===== src/rtl/accel_seq_pkg.sv =====
// Shared types and constants for the accelerator job sequencer.
//   state_t  : sequencer FSM states (IDLE, LAUNCH, WAIT)
//   DATA_W   : operand / result width
//   wd_width : watchdog counter width for a given TIMEOUT
package accel_seq_pkg;

  localparam int DATA_W = 8;

  typedef enum logic [1:0] {
    IDLE   = 2'd0,
    LAUNCH = 2'd1,
    WAIT   = 2'd2
  } state_t;

  // The watchdog must be able to hold the value TIMEOUT itself.
  function automatic int wd_width(input int timeout);
    return $clog2(timeout + 1);
  endfunction

endpackage


===== src/rtl/accel_sequencer_if.sv =====
// Bundle of the sequencer's operand input, accelerator and result ports.
// Handshakes: a transfer happens on a rising edge where valid and ready are
// both high; valid never waits for ready, and the producer holds valid and
// data steady until the transfer happens.
//   in_*     : operand pair stream into the FIFO (in_ready_o = FIFO not full)
//   acc_*    : start/busy interface to the root accelerator
//   out_*    : result register (out_err_o marks a watchdog abort)
//   count_o  : FIFO occupancy
//   dbg_state: current sequencer FSM state
// Modport slave is the sequencer side, master is the environment side.
interface accel_seq_if #(parameter int DEPTH = 4);
  import accel_seq_pkg::*;

  localparam int CW = $clog2(DEPTH) + 1;

  logic              in_valid_i;
  logic              in_ready_o;
  logic [DATA_W-1:0] in_a_i;
  logic [DATA_W-1:0] in_b_i;
  logic              acc_start_o;
  logic [DATA_W-1:0] acc_a_o;
  logic [DATA_W-1:0] acc_b_o;
  logic              acc_busy_i;
  logic [DATA_W-1:0] acc_y_i;
  logic              out_valid_o;
  logic              out_ready_i;
  logic [DATA_W-1:0] out_y_o;
  logic              out_err_o;
  logic [CW-1:0]     count_o;
  state_t            dbg_state;

  modport slave (
    input  in_valid_i, in_a_i, in_b_i, acc_busy_i, acc_y_i, out_ready_i,
    output in_ready_o, acc_start_o, acc_a_o, acc_b_o,
           out_valid_o, out_y_o, out_err_o, count_o, dbg_state
  );

  modport master (
    output in_valid_i, in_a_i, in_b_i, acc_busy_i, acc_y_i, out_ready_i,
    input  in_ready_o, acc_start_o, acc_a_o, acc_b_o,
           out_valid_o, out_y_o, out_err_o, count_o, dbg_state
  );

endinterface


===== src/rtl/accel_op_fifo.sv =====
// Operand FIFO: DEPTH entries of WIDTH bits, first-word fall-through.
//   push_i/pop_i : write / read strobes (ignored when full / empty)
//   din_i/dout_o : write data / head entry
//   full_o, empty_o, count_o : status and occupancy
// Pointers carry one extra wrap bit so full and empty are distinguishable.
module accel_op_fifo #(
  parameter int DEPTH = 4,
  parameter int WIDTH = 16
) (
  input  logic                     clk_i,
  input  logic                     rst_i,
  input  logic                     push_i,
  input  logic                     pop_i,
  input  logic [WIDTH-1:0]         din_i,
  output logic [WIDTH-1:0]         dout_o,
  output logic                     full_o,
  output logic                     empty_o,
  output logic [$clog2(DEPTH):0]   count_o
);

  localparam int AW = $clog2(DEPTH);
  localparam logic [AW:0] PTR_ONE = (AW + 1)'(1);

  logic [AW:0]      wr_q;
  logic [AW:0]      rd_q;
  logic [WIDTH-1:0] mem [DEPTH];

  always_ff @(posedge clk_i or negedge rst_i) begin
    if (!rst_i) begin
      wr_q <= '0;
      rd_q <= '0;
    end else begin
      if (push_i && !full_o) wr_q <= wr_q + PTR_ONE;
      if (pop_i && !empty_o) rd_q <= rd_q + PTR_ONE;
    end
  end

  // Storage needs no reset: an entry is only read after it was written.
  always_ff @(posedge clk_i) begin
    if (push_i && !full_o) mem[wr_q[AW-1:0]] <= din_i;
  end

  assign dout_o  = mem[rd_q[AW-1:0]];
  assign full_o  = (wr_q[AW-1:0] == rd_q[AW-1:0]) && (wr_q[AW] != rd_q[AW]);
  assign empty_o = (wr_q == rd_q);
  assign count_o = wr_q - rd_q;

endmodule


===== src/rtl/accel_sequencer.sv =====
// Job sequencer in front of the 8-bit root accelerator. Buffers (a, b)
// pairs, launches one job at a time with a one-cycle start pulse, waits for
// busy to fall (or the watchdog to expire) and holds the result in a
// valid/ready output register.
//   clk_i, rst_i : clock, asynchronous active-low reset
//   bus          : operand, accelerator and result signals (slave side)
module accel_sequencer
  import accel_seq_pkg::*;
#(
  parameter int DEPTH   = 4,
  parameter int TIMEOUT = 1023
) (
  input  logic        clk_i,
  input  logic        rst_i,
  accel_seq_if.slave  bus
);

  localparam int CW   = $clog2(DEPTH) + 1;
  localparam int WD_W = wd_width(TIMEOUT);
  localparam logic [WD_W-1:0] WD_MAX = WD_W'(TIMEOUT);
  localparam logic [WD_W-1:0] WD_ONE = WD_W'(1);

  state_t              state_q, state_d;
  logic                start_q, start_d;
  logic [DATA_W-1:0]   a_q, a_d, b_q, b_d, y_q, y_d;
  logic                valid_q, valid_d, err_q, err_d;
  logic [WD_W-1:0]     wd_q, wd_d;

  logic                fifo_push, fifo_pop, fifo_full, fifo_empty;
  logic [2*DATA_W-1:0] fifo_head;
  logic [CW-1:0]       fifo_count;
  logic                slot_free;

  assign fifo_push = bus.in_valid_i & ~fifo_full;

  accel_op_fifo #(.DEPTH(DEPTH), .WIDTH(2 * DATA_W)) u_fifo (
    .clk_i   (clk_i),
    .rst_i   (rst_i),
    .push_i  (fifo_push),
    .pop_i   (fifo_pop),
    .din_i   ({bus.in_a_i, bus.in_b_i}),
    .dout_o  (fifo_head),
    .full_o  (fifo_full),
    .empty_o (fifo_empty),
    .count_o (fifo_count)
  );

  always_ff @(posedge clk_i or negedge rst_i) begin
    if (!rst_i) begin
      state_q <= IDLE;
      start_q <= 1'b0;
      a_q     <= '0;
      b_q     <= '0;
      y_q     <= '0;
      valid_q <= 1'b0;
      err_q   <= 1'b0;
      wd_q    <= '0;
    end else begin
      state_q <= state_d;
      start_q <= start_d;
      a_q     <= a_d;
      b_q     <= b_d;
      y_q     <= y_d;
      valid_q <= valid_d;
      err_q   <= err_d;
      wd_q    <= wd_d;
    end
  end

  always_comb begin
    state_d   = state_q;
    start_d   = 1'b0;
    a_d       = a_q;
    b_d       = b_q;
    y_d       = y_q;
    err_d     = err_q;
    wd_d      = wd_q;
    fifo_pop  = 1'b0;
    // The slot frees up in the same cycle the current result is taken.
    slot_free = ~valid_q | bus.out_ready_i;
    valid_d   = valid_q & ~bus.out_ready_i;

    case (state_q)
      IDLE: begin
        if (!fifo_empty) begin
          fifo_pop = 1'b1;
          a_d      = fifo_head[2*DATA_W-1:DATA_W];
          b_d      = fifo_head[DATA_W-1:0];
          start_d  = 1'b1;
          state_d  = LAUNCH;
        end
      end
      LAUNCH: begin
        // Busy is not meaningful yet; just arm the watchdog.
        wd_d    = '0;
        state_d = WAIT;
      end
      WAIT: begin
        if (!bus.acc_busy_i) begin
          if (slot_free) begin
            y_d     = bus.acc_y_i;
            err_d   = 1'b0;
            valid_d = 1'b1;
            state_d = IDLE;
          end
        end else if (wd_q == WD_MAX) begin
          // Watchdog expired: the counter stays saturated until the slot
          // frees, then whatever the accelerator shows is flagged as error.
          if (slot_free) begin
            y_d     = bus.acc_y_i;
            err_d   = 1'b1;
            valid_d = 1'b1;
            state_d = IDLE;
          end
        end else begin
          wd_d = wd_q + WD_ONE;
        end
      end
      default: state_d = IDLE;
    endcase
  end

  assign bus.in_ready_o  = ~fifo_full;
  assign bus.acc_start_o = start_q;
  assign bus.acc_a_o     = a_q;
  assign bus.acc_b_o     = b_q;
  assign bus.out_valid_o = valid_q;
  assign bus.out_y_o     = y_q;
  assign bus.out_err_o   = err_q;
  assign bus.count_o     = fifo_count;
  assign bus.dbg_state   = state_q;

endmodule


===== src/flat_wrapper.sv =====
// flat-port wrapper written by rule: the top's interface ports become plain ports
module accel_sequencer_flat import accel_seq_pkg::*;
#(
  parameter int DEPTH   = 4,
  parameter int TIMEOUT = 1023
)
  (clk_i, rst_i, bus_in_valid_i, bus_in_a_i, bus_in_b_i, bus_acc_busy_i, bus_acc_y_i, bus_out_ready_i, bus_in_ready_o, bus_acc_start_o, bus_acc_a_o, bus_acc_b_o, bus_out_valid_o, bus_out_y_o, bus_out_err_o, bus_count_o, bus_dbg_state);
  accel_seq_if #(.DEPTH(DEPTH)) bus_i ();
  input  logic clk_i;
  input  logic rst_i;
  input wire logic [$bits(bus_i.in_valid_i)-1:0] bus_in_valid_i;
  input wire logic [$bits(bus_i.in_a_i)-1:0] bus_in_a_i;
  input wire logic [$bits(bus_i.in_b_i)-1:0] bus_in_b_i;
  input wire logic [$bits(bus_i.acc_busy_i)-1:0] bus_acc_busy_i;
  input wire logic [$bits(bus_i.acc_y_i)-1:0] bus_acc_y_i;
  input wire logic [$bits(bus_i.out_ready_i)-1:0] bus_out_ready_i;
  output wire logic [$bits(bus_i.in_ready_o)-1:0] bus_in_ready_o;
  output wire logic [$bits(bus_i.acc_start_o)-1:0] bus_acc_start_o;
  output wire logic [$bits(bus_i.acc_a_o)-1:0] bus_acc_a_o;
  output wire logic [$bits(bus_i.acc_b_o)-1:0] bus_acc_b_o;
  output wire logic [$bits(bus_i.out_valid_o)-1:0] bus_out_valid_o;
  output wire logic [$bits(bus_i.out_y_o)-1:0] bus_out_y_o;
  output wire logic [$bits(bus_i.out_err_o)-1:0] bus_out_err_o;
  output wire logic [$bits(bus_i.count_o)-1:0] bus_count_o;
  output wire logic [$bits(bus_i.dbg_state)-1:0] bus_dbg_state;
  assign bus_i.in_valid_i = bus_in_valid_i;
  assign bus_i.in_a_i = bus_in_a_i;
  assign bus_i.in_b_i = bus_in_b_i;
  assign bus_i.acc_busy_i = bus_acc_busy_i;
  assign bus_i.acc_y_i = bus_acc_y_i;
  assign bus_i.out_ready_i = bus_out_ready_i;
  assign bus_in_ready_o = bus_i.in_ready_o;
  assign bus_acc_start_o = bus_i.acc_start_o;
  assign bus_acc_a_o = bus_i.acc_a_o;
  assign bus_acc_b_o = bus_i.acc_b_o;
  assign bus_out_valid_o = bus_i.out_valid_o;
  assign bus_out_y_o = bus_i.out_y_o;
  assign bus_out_err_o = bus_i.out_err_o;
  assign bus_count_o = bus_i.count_o;
  assign bus_dbg_state = bus_i.dbg_state;
  accel_sequencer #(.DEPTH(DEPTH), .TIMEOUT(TIMEOUT)) u_core (.clk_i(clk_i), .rst_i(rst_i), .bus(bus_i));
endmodule

===== config.mk =====
export PLATFORM = sky130hd
export DESIGN_NAME = accel_sequencer_flat
export DESIGN_NICKNAME = d
export VERILOG_FILES = /design/src/rtl/accel_seq_pkg.sv /design/src/rtl/accel_sequencer_if.sv /design/src/rtl/accel_op_fifo.sv /design/src/rtl/accel_sequencer.sv /design/src/flat_wrapper.sv
export SDC_FILE = /design/constraint.sdc
export NUM_CORES = 1
export LEC_CHECK = 0
export BUFFER_PORTS_ARGS = -buffer_cell sky130_fd_sc_hd__buf_2
export CORE_MARGIN = 5
export CORE_UTILIZATION = 60
export CTS_CLUSTER_DIAMETER = 120
export DETAILED_ROUTE_END_ITERATION = 10
export PLACE_DENSITY = 0.84
export SLEW_MARGIN = 20
export SYNTH_ARGS = -nofsm -noshare
export SYNTH_HDL_FRONTEND = slang
export SYNTH_HIERARCHICAL = 1
export SYNTH_SLANG_ARGS = --single-unit
export TNS_END_PERCENT = 50

===== constraint.sdc =====
create_clock -name clk_i -period 5.8 [get_ports clk_i]
set_input_delay 0.29 -clock clk_i [delete_from_list [all_inputs] [get_ports clk_i]]
set_output_delay 0.29 -clock clk_i [all_outputs]
set_load 0.005 [all_outputs]

Word level (Yosys, flattened, before mapping) --
Memories as Yosys holds them, arrays and structs flattened. A register that Yosys moved wholly into a read port is not among the register bits. Index checks and enable logic that the tools add are counted.
Word-level totals: bits in registers 29, memory bits (writable) 64, input port bits 29, output and inout port bits 33, word-level logic and storage cells 69, memories kept 1
Memories:
- u_core.u_fifo.mem | words 4, width 16, read ports 1, clocked after memory_dff 1, write ports 1, line accel_op_fifo.sv:26 | logic [WIDTH-1:0] mem [DEPTH];
Cells by class: add/sub/neg operators 4, equality and inequality tests 12, muxes and demuxes 23, bitwise operators 7, reduce and logical (&&, ||, !) cells 14
Operators by type and width (number):
- $mux W8 | 3
- $mux W10 | 2
- $pmux W10 S2 | 1
- $mux W1 | 12
- $add A10 B1 Y10 const B | 1
- $eq A10 B10 Y1 const B | 1
- $mux W2 | 4
- $add A3 B1 Y3 const B | 2
- $ne A2 B2 Y1 const B | 3
- $pmux W2 S3 | 1
- $reduce_and A2 Y1 | 3
- $ne A2 B1 Y1 const B | 2
- $not A1 Y1 | 4
- $reduce_and A4 Y1 | 1
- $reduce_bool A2 Y1 | 2
- $eq A3 B3 Y1 | 1
- $logic_and A1 B1 Y1 | 3
- $logic_not A1 Y1 | 3
- $ne A3 B2 Y1 const B | 1
- $reduce_and A3 Y1 | 1
- $sub A3 B3 Y3 | 1
- $and A1 B1 Y1 | 2
- $eq A2 B1 Y1 const B | 1
- $eq A2 B2 Y1 | 1
- other kinds (4) | 4

Depth between registers and ports, before layout --
depth in word-level cells 7, gate-level depth with buffers 11, depth with buffers taken out 8

Hierarchy --
The synthesis kept the hierarchy.
By module, submodules not included:
- accel_op_fifo | times used 1, cells each 129, area an instance 2772.7 um^2
- accel_sequencer | times used 1, cells each 126, area an instance 1707.9 um^2

Worst setup path before layout --
OpenSTA, ideal clock, no wires.
kind reg-to-reg, start point register u_core.u_fifo.rd_q[1], end point register u_core.u_fifo.rd_q[1], data arrival time 2.405 ns, slack 3.270 ns, stages on the path, launching flop included 11, path buffers 3, period minus slack after synthesis 2.530 ns, cell sequence dfrtp_1 -> buf_2 -> buf_2 -> inv_1 -> ha_1 -> nand2_1 -> nor2_1 -> nor3_2 -> buf_2 -> o21ai_2 -> mux2_4
Between the ends: cells in the longest elaborated chain, start to end 4
RTL lines:
- start, declared | line accel_op_fifo.sv:25 | logic [AW:0] rd_q;
- start signal, assigned | line accel_op_fifo.sv:34 | if (pop_i && !empty_o) rd_q <= rd_q + PTR_ONE;
- $eq A3 B3 Y1 | line accel_op_fifo.sv:45 | assign empty_o = (wr_q == rd_q);
- via u_core.fifo_empty | line accel_sequencer.sv:29 | logic fifo_push, fifo_pop, fifo_full, fifo_empty;
- $mux W1 | line accel_sequencer.sv:85 | if (!fifo_empty) begin
- $mux W1 | line accel_sequencer.sv:83 | case (state_q)
- via u_core.fifo_pop | line accel_sequencer.sv:29
- $logic_and A1 B1 Y1 | line accel_op_fifo.sv:34
The timed path passes the listed nets, and every way through them passes these cells. A chain may end at the register's enable or synchronous reset.

Worst setup path after layout --
start point register u_core.u_fifo.rd_q[1], end point register u_core.u_fifo.rd_q[1]
Between the ends: cells in the longest elaborated chain, start to end 4
RTL lines (line):
- $eq A3 B3 Y1 * | accel_op_fifo.sv:45
- via u_core.fifo_empty | accel_sequencer.sv:29
- $mux W1 | accel_sequencer.sv:85
- $mux W1 | accel_sequencer.sv:83
- $logic_and A1 B1 Y1 * | accel_op_fifo.sv:34
Mark *: on every way through the listed nets, which the timed path passes. The rest lies on a longest branch.

==> results.sh <==
export IMPL_finalCritPeriodShare=0.553
export IMPL_slew_headroom=0.355
export IMPL_path_class="reg -> reg"
export IMPL_fin_tns_setup_ps=0
export IMPL_wl_per_cell_microns=18.4
export IMPL_final_min_clock_period_ps=3210
export IMPL_cts_tree="yes"
export IMPL_synth_commonest_cells="64 x edfxtp_1, 45 x dfrtp_1, 17 x mux2_2"
export IMPL_cts_buffers_inserted=9
export IMPL_synth_edf_count=64
export IMPL_nets=358
export IMPL_setup_viol=0
export IMPL_crit_required_ps=6050
export IMPL_die_y_microns=96.4
export IMPL_r2r_start="u_core/u_fifo/rd_q[1]$_DFFE_PN0P_"
export IMPL_end_kind="flop"
export IMPL_drt_iter0_drc=98
export IMPL_ant_nets=0
export IMPL_crit_fanout=19
export IMPL_cts_sinks=109
export IMPL_status="completed"
export IMPL_cts_resized=0
export IMPL_place_area_sq_um=4860
export IMPL_min_path_cells=1
export IMPL_syn_num_nets=293
export IMPL_p_leak_uw=0.00206
export IMPL_synth_top_flop_cell="edfxtp_1"
export IMPL_rrSetupSlack_ps=2590
export IMPL_tightestPinTransition_ps=964
export IMPL_clk_path_buf_depth=2
export IMPL_synth_warnings=6
export IMPL_grt_pass1_wl_mm=12.0
export IMPL_avgViaCountPerCell=5.71
export IMPL_gp_congestion=0.839
export IMPL_irDropWorstVdd_mv=0.278
export IMPL_grt_usage=0.181
export IMPL_die_width_microns=96.4
export IMPL_num_io_pins=62
export IMPL_htree_levels=3
export IMPL_clkLatencyLatePin_ps=370
export IMPL_drive_gt1_frac=0.400
export IMPL_critical_path_startpoint="u_core/u_fifo/rd_q[1]$_DFFE_PN0P_"
export IMPL_slew_viol_final=0
export IMPL_rsz0062_at_grt="no"
export IMPL_syn_to_final_growth_pct=13.0
export IMPL_synth_area_leaders="edfxtp_1 43%, dfrtp_1 25%, mux4_2 8.0%"
export IMPL_cp_start_kind="flop"
export IMPL_wl_mm=7.80
export IMPL_hold_violations=0
export IMPL_syn_area_sq_um=4480
export IMPL_clkTransAtPathRegs_ps=110
export IMPL_fin_worst_skew_ps=16.5
export IMPL_grt_pass1_vias=2413
export IMPL_synth_cell_types=45
export IMPL_fillers=455
export IMPL_powerDensity_nw_per_um2=523
export IMPL_synth_area_leader_cell="edfxtp_1"
export IMPL_fin_ws_ps=2590
export IMPL_cp_arrival_ps=3460
export IMPL_hp_class="in -> reg"
export IMPL_yosysTopAreaCellShare=0.429
export IMPL_cap_viol_max_count=0
export IMPL_post_cts_buffers=0
export IMPL_gr_total_overflow=0
export IMPL_post_route_drc_count=0
export IMPL_reg2reg_depth=7
export IMPL_synth_cells=255
export IMPL_syn_area_per_cell_sq_um=17.6
export IMPL_fin_cells=424
export IMPL_dieArea_sq_um=9300
export IMPL_port_buffer_count=61
export IMPL_async_reset_ff_frac=0.413
export IMPL_grt_antenna_before_repair=0
export IMPL_placedCellCount=407
export IMPL_holdPathEnd="u_core/u_fifo/mem[0][11]$_DFFE_PP_"
export IMPL_cts_root_buffer="clkbuf_8"
export IMPL_grt_max_degree=46
export IMPL_n_antenna_cell=0
export IMPL_seq_area_frac_synth=0.680
export IMPL_rows=31
export IMPL_first_pass_iters=4
export IMPL_synth_seq_cells=109
export IMPL_yosysMostFrequentCell="edfxtp_1"
export IMPL_start_util=0.618
export IMPL_ctsHoldBuffers=0
export IMPL_vias=2422
export IMPL_max_freq_ghz=0.312
export IMPL_p_total_uw=2650
export IMPL_reg2reg_to="u_core/u_fifo/rd_q[1]$_DFFE_PN0P_"
export IMPL_dp_hpwl_mm=5.23
export IMPL_core_area_sq_um=7250
export IMPL_hp_start="bus_in_a_i[3]"
export IMPL_fin_area_sq_um=5060
export IMPL_place_worst_setup_slack_ps=2590
[worst max-delay path, stage by stage (launching register included)]
cell and delay [ps]:
dfrtp_1 930, inv_1 200, ha_1 370, nand2_1 180, nor2_1 110, nor3_4 750, o21ai_2 190, mux2_4 350
[per-layer routing]
layer | global-route usage | wire (microns)
met1 | 0.214 | 3110
met2 | 0.319 | 4060
met3 | 0.0527 | 537
met4 | 0.0572 | 97
met5 | 0 | 0
[cell families (layout without fill, tap and decap cells)]
group | Yosys count | in the layout | synth area share
XOR/XNOR | 5 | 5 | 0.0114
AND/OR/NAND/NOR | 39 | 39 | 0.0514
multiplexers | 46 | 46 | 0.164
flip-flops | 109 | 109 | 0.680
adder cells (fa/ha/maj) | 9 | 9 | 0.0268
AO/OA/AOI/OAI | 26 | 26 | 0.0419
buffers and inverters | 21 | 91 | 0.0237
[layout by cell type, fill, tap and decap left out, drive strengths merged, types with 3 or more instances in the layout]
cell	count
nand2	11
edfxtp	64
inv	16
ha	8
and3	7
buf	62
nand3	6
o311ai	3
mux2	28
mux4	16
o21ai	6
xnor2	4
nor2	3
dfrtp	45
nor3	3
clkbuf	10
[area by class of cell]
class                   instances  area, sq um  share of cell area
flip-flops and latches        109         3050               0.602
well taps                      99          124              0.0245
multi-input cells             125         1330               0.263
clock buffers                  10          128              0.0252
inverters                      12         45.0             0.00890
clock inverters                 6         61.3              0.0121
repair buffers                 63          325              0.0642
[stage by stage]
step                 util  hold slack [ps]
finish              0.698              127
global route        0.698              103
CTS                 0.696              107
floorplan               -            -5.59
global placement    0.670              476
detailed placement  0.670              486
[state kept, by name, summed over array words and instances (netlist names)]
name                    count
u_core/bus.out_y_o          8
u_core/wd_q                10
u_core/bus.out_err_o        1
u_core/bus.acc_a_o          8
u_core/bus.out_valid_o      1
u_core/bus.acc_b_o          8
u_core/u_fifo/wr_q          3
u_core/u_fifo/mem          64
u_core/u_fifo/rd_q          3
u_core/bus.dbg_state        2
u_core/bus.acc_start_o      1
[worst max-delay path by stage]
stage                                              endpoint  slack, ps  cells after the start
after floorplan           u_core/u_fifo/rd_q[1]$_DFFE_PN0P_       3270                     10
after global placement    u_core/u_fifo/rd_q[1]$_DFFE_PN0P_       2770                      7
after detailed placement  u_core/u_fifo/rd_q[1]$_DFFE_PN0P_       2590                      7
after CTS                 u_core/u_fifo/rd_q[1]$_DFFE_PN0P_       2560                      7
after global routing      u_core/u_fifo/rd_q[1]$_DFFE_PN0P_       2360                      7
final                     u_core/u_fifo/rd_q[1]$_DFFE_PN0P_       2590                      7
[report_power, final]
| group | leakage (uW) | internal [uW] | switching, uW |
|---|---|---|---|
| registers | 0.00114 | 1080 | 149 |
| clock network | 0.0000979 | 169 | 266 |
| logic | 0.000824 | 523 | 457 |
| total | 0.00206 | 1780 | 871 |
Power figures use the tool's default switching activity.
